<file path="src/rtl/pipeline_controller.sv">
// Stall/flush sequencer for the 5-stage in-order core.
// Stage controls are combinational from the current state and this cycle's
// inputs. The sequencing state, the down-counter and the perf counters are registered.
module pipeline_controller #(
  parameter int unsigned LOAD_USE_BUBBLES = 1,
  parameter int unsigned FLUSH_CYCLES     = 2,
  parameter int unsigned CNT_W            = 32
) (
  input  logic             clk,
  input  logic             rst,
  input  logic             id_valid,
  input  logic [4:0]       id_rs1,
  input  logic             id_rs1_used,
  input  logic [4:0]       id_rs2,
  input  logic             id_rs2_used,
  input  logic             ex_valid,
  input  logic [4:0]       ex_rd,
  input  logic             ex_write_to_rd,
  input  logic             ex_is_load,
  input  logic             ex_branch_taken,
  input  logic [63:0]      ex_branch_target,
  input  logic             ex_is_final,
  input  logic             mem_busy,
  input  logic             wb_final_retired,
  output logic             stall_fetch,
  output logic             stall_decode,
  output logic             stall_execute,
  output logic             flush_fetch,
  output logic             flush_decode,
  output logic             bubble_execute,
  output logic             redirect_valid,
  output logic [63:0]      redirect_pc,
  output logic             halted,
  output logic [CNT_W-1:0] stall_cycle_count,
  output logic [CNT_W-1:0] flush_count
);

  typedef enum logic [2:0] {
    S_RUN,
    S_FLUSH,
    S_LOAD_USE,
    S_DRAIN,
    S_HALTED
  } state_t;

  // The counter holds the cycles still to spend in FLUSH/LOAD_USE, including the current one.
  localparam logic [3:0] FLUSH_INIT = 4'(FLUSH_CYCLES - 1);
  localparam logic [3:0] LU_INIT    = 4'(LOAD_USE_BUBBLES - 1);

  state_t     state_q, state_d;
  logic [3:0] cnt_q, cnt_d;
  logic       hazard, branch_ev, final_ev, freeze, flush_ev;

  assign branch_ev = ex_valid & ex_branch_taken;
  assign final_ev  = ex_valid & ex_is_final;
  assign hazard    = id_valid & ex_valid & ex_is_load & ex_write_to_rd & (ex_rd != 5'd0) &
                     ((id_rs1_used & (id_rs1 == ex_rd)) | (id_rs2_used & (id_rs2 == ex_rd)));
  // A halted core ignores memory. Everywhere else, a busy memory freezes the whole pipe.
  assign freeze    = mem_busy & (state_q != S_HALTED);

  // Next-state and Mealy stage controls; reset forces every control low.
  always_comb begin
    // NOTE: every output gets a default first, so no path through the case infers a latch.
    state_d        = state_q;
    cnt_d          = cnt_q;
    stall_fetch    = 1'b0;
    stall_decode   = 1'b0;
    stall_execute  = 1'b0;
    flush_fetch    = 1'b0;
    flush_decode   = 1'b0;
    bubble_execute = 1'b0;
    redirect_valid = 1'b0;
    redirect_pc    = '0;
    halted         = 1'b0;
    flush_ev       = 1'b0;
    if (rst) begin
      state_d = S_RUN;
    end else if (freeze) begin
      // Execute is held, so branch/final/hazard stay pending until memory frees up.
      stall_fetch   = 1'b1;
      stall_decode  = 1'b1;
      stall_execute = 1'b1;
    end else begin
      unique case (state_q)
        S_RUN: begin
          if (branch_ev) begin
            redirect_valid = 1'b1;
            redirect_pc    = ex_branch_target;
            flush_fetch    = 1'b1;
            flush_decode   = 1'b1;
            flush_ev       = 1'b1;
            if (FLUSH_CYCLES > 1) begin
              state_d = S_FLUSH;
              cnt_d   = FLUSH_INIT;
            end
          end else if (final_ev) begin
            flush_fetch  = 1'b1;
            flush_decode = 1'b1;
            stall_fetch  = 1'b1;
            state_d      = S_DRAIN;
          end else if (hazard) begin
            stall_fetch    = 1'b1;
            stall_decode   = 1'b1;
            bubble_execute = 1'b1;
            if (LOAD_USE_BUBBLES > 1) begin
              state_d = S_LOAD_USE;
              cnt_d   = LU_INIT;
            end
          end
        end
        S_FLUSH: begin
          flush_fetch  = 1'b1;
          flush_decode = 1'b1;
          cnt_d        = cnt_q - 4'd1;
          if (cnt_q <= 4'd1) state_d = S_RUN;
        end
        S_LOAD_USE: begin
          stall_fetch    = 1'b1;
          stall_decode   = 1'b1;
          bubble_execute = 1'b1;
          cnt_d          = cnt_q - 4'd1;
          if (cnt_q <= 4'd1) state_d = S_RUN;
        end
        S_DRAIN: begin
          stall_fetch  = 1'b1;
          flush_decode = 1'b1;
          if (wb_final_retired) state_d = S_HALTED;
        end
        S_HALTED: begin
          halted       = 1'b1;
          stall_fetch  = 1'b1;
          flush_decode = 1'b1;
        end
        default: state_d = S_RUN;
      endcase
    end
  end

  // State and down-counter registers.
  always_ff @(posedge clk or posedge rst) begin
    // NOTE: sequential state uses non-blocking assignments so that every register samples pre-edge values.
    if (rst) begin
      state_q <= S_RUN;
      cnt_q   <= '0;
    end else begin
      state_q <= state_d;
      cnt_q   <= cnt_d;
    end
  end

  // Saturating performance counters; halted cycles do not count as stalls.
  always_ff @(posedge clk or posedge rst) begin
    if (rst) begin
      stall_cycle_count <= '0;
      flush_count       <= '0;
    end else begin
      if (stall_fetch && (state_q != S_HALTED) && (stall_cycle_count != '1))
        stall_cycle_count <= stall_cycle_count + CNT_W'(1);
      if (flush_ev && (flush_count != '1))
        flush_count <= flush_count + CNT_W'(1);
    end
  end

endmodule
</file>
<file path="config.mk">
export PLATFORM = sky130hd
export DESIGN_NAME = pipeline_controller
export DESIGN_NICKNAME = d
export VERILOG_FILES = /design/src/rtl/pipeline_controller.sv
export SDC_FILE = /design/constraint.sdc
export NUM_CORES = 1
export LEC_CHECK = 0
export ABC_AREA = 1
export CORE_UTILIZATION = 45
export CTS_CLUSTER_DIAMETER = 60
export DETAILED_ROUTE_END_ITERATION = 12
export PLACE_DENSITY = 0.84
export SYNTH_ARGS = -nofsm -noshare
export SYNTH_HDL_FRONTEND = slang
export SYNTH_SLANG_ARGS = --single-unit
</file>
<file path="constraint.sdc">
create_clock -name clk -period 10.7 [get_ports clk]
set_clock_uncertainty 0.05 [all_clocks]
set_input_delay 2.14 -clock clk [delete_from_list [all_inputs] [get_ports clk]]
set_output_delay 2.14 -clock clk [all_outputs]
set_load 0.01 [all_outputs]
</file>
==> summary.md <==
| Metric | Value |
|---|---|
| CP startpoint kind | input pin |
| Synth Instances | 820 |
| CTS Hold Bufs | 0 |
| Count of cell types in the netlist | 35 |
| Internal power | 650 uW |
| Syn Area/Cell | 6.51 sq um |
| CTS resizes | 0 |
| Worst hold start | flush_count[3] |
| Clk pwr share | 0.313 |
| Largest net degree at the start of global routing | 77 |
| Vias per inst | 5.06 |
| Worst Max-Slew Pin Slew | 0.967 ns |
| Final Cycle Share | 0.644 |
| DRC errors left | 0 |
| Reg-to-Reg Start | flush_count[1] |
| Layout cells sized above 1 | 0.0423 |
| Most frequent cells in the layout | nand2_1, clkdlybuf4s50_1, nor2_1, inv_1, dfrtp_1 |
| Post-synth net total | approximately 920 |
| Clock Tree Root | clkbuf_16 |
| Worst Path Arrival | 4.70 ns |
| Maxcap violations | 0 |
| RSZ-0062 raised after global routing | no |
| CORE AREA | 11,500 sq um |
| Post-CTS setup buffers | 0 |
| CTS tree | done |
| Sw Pwr | 358 uW |
| FF+latch count, synth | 71 |
| Global-route usage over all layers | 0.276 |
| Count of final setup violators | 0 |
| Yosys top cell area share | 0.333 |
| Multi-input logic area | ~3000 sq um |
| CTS buffer count | 9 |
| Clk_lat worst skew | between 0.3 and 0.4 ns |
| Worst VDD drop | 0.105 mV |
| Commonest non-fill, non-tap cell in the layout | nand2_1 |
| Sequential share of power | 0.335 |
| Number of synthesized flops with an enable pin | 0 |
| Count of port buffers added during placement | between 200 and 250 |
| CP peak stage delay | 0.71 ns |
| WL/cell | approximately 14 microns |
| Vias | 5,986 |
| Post-route setup TNS | 0 ns |
| Status | finished clean |
| Gr ovfl total | 0 |
| Total power | 1.01 mW |
| Hold Path Class | flop to flop |
| Critical-path top delay cell | clkdlybuf4s50_1 |
| Worst-path fanout max | 64 |
| Post-synthesis sequential area ratio | 0.333 |
| # fillers | ~990 |
| # rows | 39 |
| Die width | 111 microns |
| Detailed Place HPWL | 13,100 microns |
| Synth Cell Area | ~5300 sq um |
| Area growth from synthesis to layout | 49.4% |
| Req. time, crit path | 8.51 ns |
| PD cells | 126 nW/um^2 |
| Slew margin rel. | 0.355 |
| Antenna violations before repair | 0 |
| Kind of cell adding the most delay to the critical path | buffers and inverters |
| First-pass GRT wire length | 27,500 microns |
| Switching part of the total power | 0.355 |
| Nets | about 1,100 |
| F_max | 145 MHz |
| Final hold violations | 0 |
| Placed Cells | about 1,200 |
| Critical Path Start | rst |
| Top_reg_cell synth | dfrtp_1 |
| Antenna viol nets, final | 0 |
| Vert. Die Dim | 111 microns |
| Initial Util | 0.465 |
| GP Congestion | 0.938 |
| Min Tclk post-route | 6.89 ns |
| Starting DRC count in detailed routing | 350 |
| Crit path capture type | output pin |
| Worst-path clk slew | 0.06 ns |
| Comb pwr share | 0.353 |
| Sinks on Clock Net | 71 |
| Area contributors post-synth | dfrtp_1, nand2_1, nor2_1 |
| Die ar. | around 12,000 sq um |
| Slew Limit Fails | 0 |
| Register area | 1780 sq um |
| Leading area contributor after synthesis | dfrtp_1 |
| Htree depth | 3 |
| IO Pins | 227 |
| DR pass1 iterations | 5 |
| Setup Crit Path Kind | input pin to output pin |
| Cells along the critical path | clkdlybuf4s50_1 > nor2_2 > inv_2 > nor2_4 > nand2_2 > nor2_8 > inv_2 > nor2_1 > clkdlybuf4s50_1 |
| Routed WL | 17,000 microns |
| Synthesis Warnings | 0 |
| Static leakage | about 3.8 nW |
| Ys async rst share | 1.00 |
| Fin cells | 1,183 |
| Clk buf depth | 2 |
| Worst path bufs/invs | 4 |
| N_diodes | 0 |
| Vias in the first global route | 5,548 |
-- final timing paths --
kind                       slack [ns]  cells past startpoint                     to
setup reg to reg                 8.09                     12         flush_count[9]
hold reg to reg                  0.48                      1         flush_count[3]
setup / recovery                 3.81                      9        redirect_pc[42]
hold / removal                   0.48                      1         flush_count[3]
min in group asynchronous        2.63                      3             state_q[2]
max in group asynchronous        7.37                      3  stall_cycle_count[16]
-- power groups by stage --
| stage | logic [mW] | clock network (mW) | registers (mW) |
|---|---|---|---|
| global route | 0.393 | 0.330 | 0.342 |
| CTS | 0.359 | 0.318 | 0.336 |
| detailed placement | 0.357 | 0 | 0.341 |
| global placement | 0.351 | 0 | 0.340 |
| floorplan | 0.194 | 0 | 0.336 |
| finish | 0.356 | 0.315 | 0.337 |
-- synthesized netlist by cell type (2+ instances only) --
cell type / instances
and3_1: 3
buf_2: 14
nor2_2: 5
nor4_1: 8
dfrtp_1: 71
clkbuf_1: 8
inv_1: 112
nand4_1: 47
nor3b_1: 3
buf_6: 2
xor2_1: 31
inv_2: 6
nor2_4: 6
nand2_1: 258
a21oi_1: 3
nor3_1: 33
ha_1: 4
o21ai_0: 8
nor2_1: 133
o22ai_1: 2
xnor2_1: 28
nand3_1: 22
-- sequential cells by signal, indices dropped and copies added, names as in the netlist --
register,count
cnt_q,4
flush_count,32
stall_cycle_count,32
state_q,3
-- cells by family after synthesis --
kind of cell / synth area share
buffers and inverters: 0.110
adders and majority gates: 0.00938
xor gates and xnor gates: 0.0969
AOI/OAI and AO/OA: 0.0197
and+or+nand+nor: 0.431
DFF: 0.333
-- worst reg2reg max path: cells and delay by family, from the launching register on --
family,cells,cell delay [ns]
buffers and inverters,3,0.52
adder cells (fa/ha/maj),1,0.23
XOR/XNOR,1,0.12
flip-flops,1,0.42
AND/OR/NAND/NOR,7,1.19
-- per-layer routing --
metal / wire, microns / track usage / up-vias
met3: 1030 / 0.0372 / 27
met2: 8750 / 0.501 / 261
li1: - / - / 2977
met5: 0 / 0 / -
met4: 351 / 0.0987 / 0
met1: 6880 / 0.332 / 2721
-- stage by stage --
step                hold slack (ns)  setup slack [ns]  area, sq um   util
finish                        0.478              3.81         7970  0.695
detailed placement            0.464              3.78         7660  0.668
global placement              0.454              3.82         7660  0.668
CTS                           0.477              3.78         7970  0.695
global route                  0.503              3.53         7970  0.695
floorplan                     0.438              4.14         5340      -
-- area by class of cell --
| cell class | instances | area share |
|---|---|---|
| Multi-Input combinational cell | 605 | 0.373 |
| Tap cell | 143 | 0.0224 |
| Sequential cell | 71 | 0.223 |
| Inverter | 118 | 0.0556 |
| Clock inverter | 6 | 0.00910 |
| Timing Repair Buffer | 230 | 0.288 |
| Clock buffer | 10 | 0.0300 |
(Power assumes the default switching activity.)
